### config.mk
export PLATFORM = sky130hd
export DESIGN_NAME = video_timing_gen
export DESIGN_NICKNAME = d
export VERILOG_FILES = /design/src/rtl/video_timing_pkg.sv /design/src/rtl/video_timing_gen_pixel_tick_div.sv /design/src/rtl/video_timing_gen.sv
export SDC_FILE = /design/constraint.sdc
export NUM_CORES = 1
export LEC_CHECK = 0
export CELL_PAD_IN_SITES_DETAIL_PLACEMENT = 0
export CELL_PAD_IN_SITES_GLOBAL_PLACEMENT = 2
export CORE_ASPECT_RATIO = 1.75
export CORE_MARGIN = 2
export CORE_UTILIZATION = 32
export DETAILED_ROUTE_END_ITERATION = 16
export PLACE_DENSITY = 0.88
export SLEW_MARGIN = 25
export SYNTH_ARGS = -nofsm -noshare
export SYNTH_HDL_FRONTEND = slang
export SYNTH_SLANG_ARGS = --single-unit
### constraint.sdc
create_clock -name clock_50 -period 3.5 [get_ports clock_50]
set_clock_uncertainty 0.1 [all_clocks]
set_input_delay 0.525 -clock clock_50 [delete_from_list [all_inputs] [get_ports clock_50]]
set_output_delay 0.525 -clock clock_50 [all_outputs]
set_load 0.02 [all_outputs]
### src/rtl/video_timing_pkg.sv
// Shared raster timing constants, FSM state type and registered flag bundle for video_timing_gen.
package video_timing_pkg;

  localparam int unsigned DEF_H_ACTIVE = 640;
  localparam int unsigned DEF_H_FRONT  = 16;
  localparam int unsigned DEF_H_SYNC   = 96;
  localparam int unsigned DEF_H_BACK   = 48;
  localparam int unsigned DEF_V_ACTIVE = 480;
  localparam int unsigned DEF_V_FRONT  = 10;
  localparam int unsigned DEF_V_SYNC   = 2;
  localparam int unsigned DEF_V_BACK   = 33;
  localparam int unsigned DEF_CLK_DIV  = 2;
  localparam int unsigned DEF_CNT_W    = 11;

  typedef enum logic [1:0] {
    IDLE  = 2'd0,
    RUN   = 2'd1,
    DRAIN = 2'd2
  } vt_state_e;

  typedef struct packed {
    logic hs;
    logic vs;
    logic video_on;
    logic line_start;
    logic frame_start;
  } vt_flags_t;

  // Total positions in a line or frame: active + front porch + sync + back porch.
  function automatic int unsigned h_total(input int unsigned active, input int unsigned front,
                                          input int unsigned sync, input int unsigned back);
    return active + front + sync + back;
  endfunction

  function automatic int unsigned v_total(input int unsigned active, input int unsigned front,
                                          input int unsigned sync, input int unsigned back);
    return active + front + sync + back;
  endfunction

endpackage

### src/rtl/video_timing_gen_pixel_tick_div.sv
// Pixel-rate divider: one-clock tick every CLK_DIV clocks while run is high, cleared when stopped.
module pixel_tick_div
  import video_timing_pkg::*;
#(
  parameter int unsigned CLK_DIV = DEF_CLK_DIV
) (
  input  logic clock_50,
  input  logic reset_key,
  input  logic run,
  output logic tick
);

  localparam int unsigned DIV_W = (CLK_DIV > 1) ? $clog2(CLK_DIV) : 1;
  localparam logic [DIV_W-1:0] DIV_LAST = DIV_W'(CLK_DIV - 1);

  logic [DIV_W-1:0] div_cnt;

  always_ff @(posedge clock_50 or negedge reset_key) begin
    if (!reset_key) begin
      div_cnt <= '0;
      tick    <= 1'b0;
    end else if (!run) begin
      div_cnt <= '0;
      tick    <= 1'b0;
    end else begin
      tick    <= (div_cnt == DIV_LAST);
      div_cnt <= (div_cnt == DIV_LAST) ? '0 : div_cnt + 1'b1;
    end
  end

endmodule

### src/rtl/video_timing_gen.sv
// Parametrised raster timing generator with run/drain/park handshake and zero-skew registered outputs.
module video_timing_gen
  import video_timing_pkg::*;
#(
  parameter int unsigned H_ACTIVE = DEF_H_ACTIVE,
  parameter int unsigned H_FRONT  = DEF_H_FRONT,
  parameter int unsigned H_SYNC   = DEF_H_SYNC,
  parameter int unsigned H_BACK   = DEF_H_BACK,
  parameter int unsigned V_ACTIVE = DEF_V_ACTIVE,
  parameter int unsigned V_FRONT  = DEF_V_FRONT,
  parameter int unsigned V_SYNC   = DEF_V_SYNC,
  parameter int unsigned V_BACK   = DEF_V_BACK,
  parameter bit          HS_POL   = 1'b0,
  parameter bit          VS_POL   = 1'b0,
  parameter int unsigned CLK_DIV  = DEF_CLK_DIV,
  parameter int unsigned CNT_W    = DEF_CNT_W
) (
  input  logic             clock_50,
  input  logic             reset_key,
  input  logic             enable,
  output logic             running,
  output logic             p_tick,
  output logic             vga_hs,
  output logic             vga_vs,
  output logic             video_on,
  output logic [CNT_W-1:0] pixel_x,
  output logic [CNT_W-1:0] pixel_y,
  output logic             line_start,
  output logic             frame_start,
  output logic [7:0]       frame_count
);

  localparam int unsigned H_TOTAL = h_total(H_ACTIVE, H_FRONT, H_SYNC, H_BACK);
  localparam int unsigned V_TOTAL = v_total(V_ACTIVE, V_FRONT, V_SYNC, V_BACK);

  localparam logic [CNT_W-1:0] H_LAST     = CNT_W'(H_TOTAL - 1);
  localparam logic [CNT_W-1:0] V_LAST     = CNT_W'(V_TOTAL - 1);
  localparam logic [CNT_W-1:0] H_ACT      = CNT_W'(H_ACTIVE);
  localparam logic [CNT_W-1:0] V_ACT      = CNT_W'(V_ACTIVE);
  localparam logic [CNT_W-1:0] H_SYNC_BEG = CNT_W'(H_ACTIVE + H_FRONT);
  localparam logic [CNT_W-1:0] H_SYNC_END = CNT_W'(H_ACTIVE + H_FRONT + H_SYNC - 1);
  localparam logic [CNT_W-1:0] V_SYNC_BEG = CNT_W'(V_ACTIVE + V_FRONT);
  localparam logic [CNT_W-1:0] V_SYNC_END = CNT_W'(V_ACTIVE + V_FRONT + V_SYNC - 1);

  localparam vt_flags_t FLAGS_IDLE = '{hs: ~HS_POL, vs: ~VS_POL, video_on: 1'b0,
                                       line_start: 1'b0, frame_start: 1'b0};

  // Reject configurations that cannot produce a legal raster.
  if (CLK_DIV < 1) begin : g_chk_div
    $error("video_timing_gen: CLK_DIV must be >= 1");
  end
  if (CNT_W < 1 || H_ACTIVE < 1 || H_FRONT < 1 || H_SYNC < 1 || H_BACK < 1 ||
      V_ACTIVE < 1 || V_FRONT < 1 || V_SYNC < 1 || V_BACK < 1) begin : g_chk_width
    $error("video_timing_gen: all intervals and CNT_W must be >= 1");
  end
  if (64'(H_TOTAL) > (64'd1 << CNT_W) || 64'(V_TOTAL) > (64'd1 << CNT_W)) begin : g_chk_fit
    $error("video_timing_gen: H_TOTAL/V_TOTAL do not fit in CNT_W");
  end

  vt_state_e        state, state_nxt;
  vt_flags_t        flags, flags_nxt;
  logic [CNT_W-1:0] x_nxt, y_nxt;
  logic [7:0]       fcount_nxt;
  logic             advance, h_wrap, f_wrap, running_nxt, div_run;

  // Divider restarts from zero each time the raster leaves IDLE and stops in the parking edge.
  assign div_run = running && running_nxt;

  pixel_tick_div #(.CLK_DIV(CLK_DIV)) u_div (
    .clock_50  (clock_50),
    .reset_key (reset_key),
    .run       (div_run),
    .tick      (p_tick)
  );

  always_comb begin
    state_nxt   = state;
    x_nxt       = pixel_x;
    y_nxt       = pixel_y;
    fcount_nxt  = frame_count;
    flags_nxt   = FLAGS_IDLE;
    advance     = (state != IDLE) && p_tick;
    h_wrap      = (pixel_x == H_LAST);
    f_wrap      = h_wrap && (pixel_y == V_LAST);

    // A drain re-raised exactly on the wrap tick keeps running rather than parking.
    unique case (state)
      IDLE:    if (enable) state_nxt = RUN;
      RUN:     if (!enable) state_nxt = DRAIN;
      DRAIN: begin
        if (enable)                 state_nxt = RUN;
        else if (advance && f_wrap) state_nxt = IDLE;
      end
      default: state_nxt = IDLE;
    endcase

    if (advance) begin
      if (h_wrap) begin
        x_nxt = '0;
        y_nxt = (pixel_y == V_LAST) ? '0 : pixel_y + 1'b1;
      end else begin
        x_nxt = pixel_x + 1'b1;
      end
      if (f_wrap) fcount_nxt = frame_count + 8'd1;
    end

    running_nxt = (state_nxt != IDLE);
    if (!running_nxt) begin
      x_nxt = '0;
      y_nxt = '0;
    end else begin
      flags_nxt.hs          = (x_nxt >= H_SYNC_BEG && x_nxt <= H_SYNC_END) ? HS_POL : ~HS_POL;
      flags_nxt.vs          = (y_nxt >= V_SYNC_BEG && y_nxt <= V_SYNC_END) ? VS_POL : ~VS_POL;
      flags_nxt.video_on    = (x_nxt < H_ACT) && (y_nxt < V_ACT);
      flags_nxt.line_start  = advance && h_wrap;
      flags_nxt.frame_start = advance && f_wrap;
    end
  end

  always_ff @(posedge clock_50 or negedge reset_key) begin
    if (!reset_key) begin
      state       <= IDLE;
      running     <= 1'b0;
      pixel_x     <= '0;
      pixel_y     <= '0;
      frame_count <= '0;
      flags       <= FLAGS_IDLE;
    end else begin
      state       <= state_nxt;
      running     <= running_nxt;
      pixel_x     <= x_nxt;
      pixel_y     <= y_nxt;
      frame_count <= fcount_nxt;
      flags       <= flags_nxt;
    end
  end

  assign vga_hs      = flags.hs;
  assign vga_vs      = flags.vs;
  assign video_on    = flags.video_on;
  assign line_start  = flags.line_start;
  assign frame_start = flags.frame_start;

endmodule
---- Word-level counts from Yosys, hierarchy flattened ----
Index checks and enable logic that the tools add are counted.
cells by class
  $add $sub $neg .......................... 4
  multiply operators ...................... 0
  divide/modulo/power cells ............... 0
  order comparisons ....................... 6
  eq/ne operators ......................... 4
  shift operators ......................... 0
  mux-type cells .......................... 18
  bitwise gates (word level) .............. 0
  reductions and logical operators ........ 12
operators by type and width
  cell                                                              count
  2-to-1 mux 11 bit                                                 7
  adder 11 x 1 -> 11 bit, second input constant                     2
  equality test 11 x 10 -> 1 bit, second input constant             2
  >= comparator 11 x 10 -> 1 bit, second input constant             1
  >= comparator 11 x 9 -> 1 bit, second input constant              1
  less-or-equal comparator 11 x 10 -> 1 bit, second input constant  1
  less-or-equal comparator 11 x 9 -> 1 bit, second input constant   1
  less-than comparator 11 x 10 -> 1 bit, second input constant      1
  less-than comparator 11 x 9 -> 1 bit, second input constant       1
  adder 8 x 1 -> 8 bit, second input constant                       1
  logical AND 1 bit                                                 8
  2-to-1 mux 2 bit                                                  4
  case mux 2 bit (3 select lines)                                   1
  2-to-1 mux 1 bit                                                  5
  2-to-1 mux 5 bit                                                  1
  nonzero test 2 bit                                                2
  equality test 2 x 1 -> 1 bit, second input constant               1
  equality test 2 bit, second input constant                        1
  zero test 2 bit                                                   1
  AND reduction 2 bit                                               1
  adder 1 bit, second input constant                                1
storage, ports and cells
  register bits after elaboration ......... 40
  latch bits .............................. 0
  bits in writable memories ............... 0
  ROM bits ................................ 0
  bits of input ports ..................... 3
  output and inout port bits .............. 37
  word-level logic and storage cells ...... 56
  memories ................................ 0

---- Longest topological paths before layout ----
  depth in word-level cells ............... 9
  depth in mapped cells ................... 9

---- By module ----
A second synthesis with hierarchy kept.
second synthesis, totals
  cell total of the unflattened synthesis .. 238
  area, all modules ....................... 2,220.9 um^2
by module, submodules not included
  module            instances  cells an instance  area an instance (um^2)  sequential area each (um^2)
  video_timing_gen  1          234                2,154.6                  953.4
  pixel_tick_div    1          4                  66.3                     50.0

---- Worst setup path before layout ----
OpenSTA, ideal clock, no wires.
  path type ............................... reg2reg
  from .................................... reg pixel_x[5]
  to ...................................... reg frame_count[1]
  setup time .............................. 0.125 ns
  arrival time ............................ 2.349 ns
  path slack .............................. 0.927 ns
  cell stages (with the launch flop) ...... 6
  path buffers ............................ 1
  clock period less this slack ............ 2.573 ns
  cell sequence ........................... dfrtp_1 > buf_6 > or4b_4 > or4_4 > nor2_1 > mux2_2
on the way
  cells in the longest elaborated chain, start to end .. 3
ends and longest elaborated chain
  what                                  RTL line                 text
  start, declared                       video_timing_gen.sv:26   output logic [CNT_W-1:0] pixel_x,
  start signal, assigned                video_timing_gen.sv:131  pixel_x <= x_nxt;
  equality test 11 x 10 -> 1 bit        video_timing_gen.sv:83   h_wrap = (pixel_x == H_LAST);
  logical AND 1 bit                     video_timing_gen.sv:84   f_wrap = h_wrap && (pixel_y == V_LAST);
  AND reduction 2 bit (no source line)  --
  end signal, assigned                  video_timing_gen.sv:133  frame_count <= fcount_nxt;
  end, declared                         video_timing_gen.sv:30   output logic [7:0] frame_count
Every way passes these cells.
A chain may end at the register's enable or synchronous reset.

==> flow_summary.toml <==
[yosys]
synth_seq_cells = 40
compound_gate_fraction_of_synth_area = 0.117
synthXorXnorAreaFrac = 0.0779
dominant_combinational_cell_family_by_area_after_synthesis = "simple AND/OR/NAND/NOR gates"
syn-num-nets = 226
ys.warnings.count = 0
synthesis.area_um2 = 2140
prevailing_post_synth_register_cell = "sky130_fd_sc_hd__dfrtp_1"
synth.area.mux_share = 0.00995
netlist_instances = 219
yosysTopAreaCell = "sky130_fd_sc_hd__dfrtp_1"
synth.lib_cells_used.distinct = 51
synth_enable_flop_cells = 0
synth_area_leaders = "sky130_fd_sc_hd__dfrtp_1 44%, sky130_fd_sc_hd__nor2_1 4.4%, sky130_fd_sc_hd__xnor2_1 4.1%, sky130_fd_sc_hd__xor2_1 3.7%, sky130_fd_sc_hd__a21oi_1 3.0%"
fraction_of_the_yosys_area_taken_by_sequential_cells = 0.470
netlist.area_leader.share = 0.445
synthSimpleGateAreaFrac = 0.266
synthAdderAreaFrac = 0.0234
ys_async_sr_fraction = 1.00
synth_area_per_cell_um2 = 9.76

[drt]
dr_total_vias = 1823
routed_wire_length_per_instance_um = 15.8
ant_nets = 0
drt_wl_total_um = 5380
drt-pass1-iter-count = 4
via_per_inst = 5.36
drc = 0
drt-initial-drc-count = 55

[global_routing]
grt_start_max_net_pins = 41
number_of_global_route_vias_before_repair = 1925
antenna_found_initial = 0
overflow = 0
wire_length_of_the_first_global_routing_pass_um = 9110
gr_util_all_layers = 0.160

[clock_network]
clk_latency_ns = 0.28
cts_repair_resize_count = 0
hold_buffers = 0
tritoncts_num_sinks = 40
clock_slew_at_the_register_clock_pins_of_the_worst_setup_and_hold_paths_ns = 0.06
post_cts.repair.setup_buffers = 0
tritoncts = "built"
clockBufferDepth = 2
clock-root-buffer = "sky130_fd_sc_hd__clkbuf_16"
cts_made_buffers = 5
cts.htree.levels = 2

[floorplan]
core.rowCount = 39
die_y_um = 112
coreArea_um2 = 6490
die_width_um = 65.8
io-pin-count = 40
initial_utilization = 0.329
dieArea_um2 = 7370

[placed_design]
placement.io_buffers = 39
hpwl_um = 3910
routabilityCongestion = 0.855
placed_cells_incl_taps = 333

[timing]
achievable-frequency_mhz = 354
grt_setup_unrepaired = "no"
final-setup-viol-count = 0
slew_worst_pin_ns = 0.926
timing_max_transition_violations_final = 0
max-slew-margin-rel = 0.383
fin_tns_setup_ns = 0
finalCritPeriodShare = 0.807
period_needed_ns = 2.83
finalHoldViolations = 0
holdWs_ns = 0.285

[cells_and_area]
layout_cells_sized_above_1 = 0.0814
net_count_reported_at_finish = 265
diodes = 0
post_layout_nonfiller_instances = 340
layout-area-overhead-vs-synth_pct = 28.0

[critical_path]
timing.critical_path.slowest_stage_cell = "sky130_fd_sc_hd__or4_4"
critPathLaunchType = "register"
path_delay_family = "simple AND/OR/NAND/NOR gates"
cp_slowest_stage_delay_ns = 0.66
category_of_the_critical_setup_timing_path = "register to register"
element_type_at_the_critical_path_end = "register"
crit_buf_inv = 1
worst-endpoint-required_ns = 3.62
timing.critical_path.cells = "or4b_4, or4_4, o21ai_2, and3_1, buf_4, or2b_1, nand4b_1"
cp.arrival_ns = 2.94
critical_path.max_fanout = 17

[power]
power.static_leakage_nw = 1.16
peakVddDrop_v = 0.000201
power-per-cell-area_nw_per_um2 = 375
report.power.total_mw = 1.03

[run_status]
status = "complete, no violations"

[job]
max_capacitance_violation_total = 0

[hold_path]
min_path_type = "input port to async pin"
## sequential cells by signal (all words and copies together), names as in the netlist, 2 cells and up
signal,flops
pixel_x,11
pixel_y,11
frame_count,8
state,2
## worst paths after layout
check	startpoint	end	slack, ns	cells past startpoint
max reg2reg	pixel_x[5]	vga_hs	0.67	7
min	reset_key	pixel_y[4]	0.28	1
min reg2reg	u_div.div_cnt	u_div.div_cnt	0.32	1
max	pixel_x[5]	vga_hs	0.67	7
max in group asynchronous	reset_key	frame_count[6]	2.44	1
min in group clock_50	u_div.div_cnt	u_div.div_cnt	0.32	1
## synthesized netlist by cell type (2+ instances only)
master / number
sky130_fd_sc_hd__dfrtp_1: 38
sky130_fd_sc_hd__nor2_1: 25
sky130_fd_sc_hd__nand2_1: 17
sky130_fd_sc_hd__a21oi_1: 13
sky130_fd_sc_hd__nand4_1: 10
sky130_fd_sc_hd__xnor2_1: 10
sky130_fd_sc_hd__and3_1: 9
sky130_fd_sc_hd__nor3_1: 9
sky130_fd_sc_hd__xor2_1: 9
sky130_fd_sc_hd__o21ai_0: 8
sky130_fd_sc_hd__nand3_1: 7
sky130_fd_sc_hd__inv_1: 5
sky130_fd_sc_hd__nand2b_1: 5
sky130_fd_sc_hd__ha_1: 4
sky130_fd_sc_hd__nor4_1: 3
sky130_fd_sc_hd__a211oi_1: 2
sky130_fd_sc_hd__and4_1: 2
sky130_fd_sc_hd__buf_1: 2
sky130_fd_sc_hd__buf_4: 2
sky130_fd_sc_hd__buf_6: 2
sky130_fd_sc_hd__clkbuf_1: 2
sky130_fd_sc_hd__dfstp_2: 2
sky130_fd_sc_hd__nor3b_1: 2
sky130_fd_sc_hd__o211a_1: 2
sky130_fd_sc_hd__o22ai_1: 2
sky130_fd_sc_hd__or3_1: 2
## cells in the final DEF, fill, tap and decap left out, drive strengths merged, types with 10 or more instances in the layout
cell	n
nor2	25
dfrtp	38
nand2	17
nor3	10
nand4	10
xnor2	10
a21oi	13
clkdlybuf4s50	38
## report_power, final
group | leakage, nW | internal [mW] | switching (mW)
registers | 0.542 | 0.473 | 0.0109
logic | 0.543 | 0.0263 | 0.0416
clock network | 0.0760 | 0.299 | 0.175
## logic make-up after synthesis
kind of cell / Yosys count
xor+xnor: 19
buf+inv: 14
flops: 40
compound gates: 38
mux: 2
fa+ha+maj: 4
simple gates: 102
## layer usage
| metal | part of all wire | track usage |
|---|---|---|
| met5 | 0 | 0 |
| met1 | 0.38 | 0.170 |
| met4 | 0.039 | 0.0931 |
| met2 | 0.54 | 0.280 |
| met3 | 0.044 | 0.0351 |
## cell type report
cell class / instances / area [um^2]
Clock buffer: 7 / 153
Fill cell: 658 / 3750
Inverter: 5 / 18.8
Multi-Input combinational cell: 165 / 1060
Sequential cell: 40 / 1000
Tap cell: 82 / 103
Timing Repair Buffer: 41 / 400
## per-stage QoR
step                      area (um^2)  worst slack (ns)   util
after global placement           2580             0.724  0.398
after floorplan                  2140             0.927      -
final                            2740             0.675  0.421
after CTS                        2740             0.676  0.421
after global routing             2740             0.578  0.421
after detailed placement         2580             0.692  0.398
No activity file was read; power rests on OpenSTA's default activity.
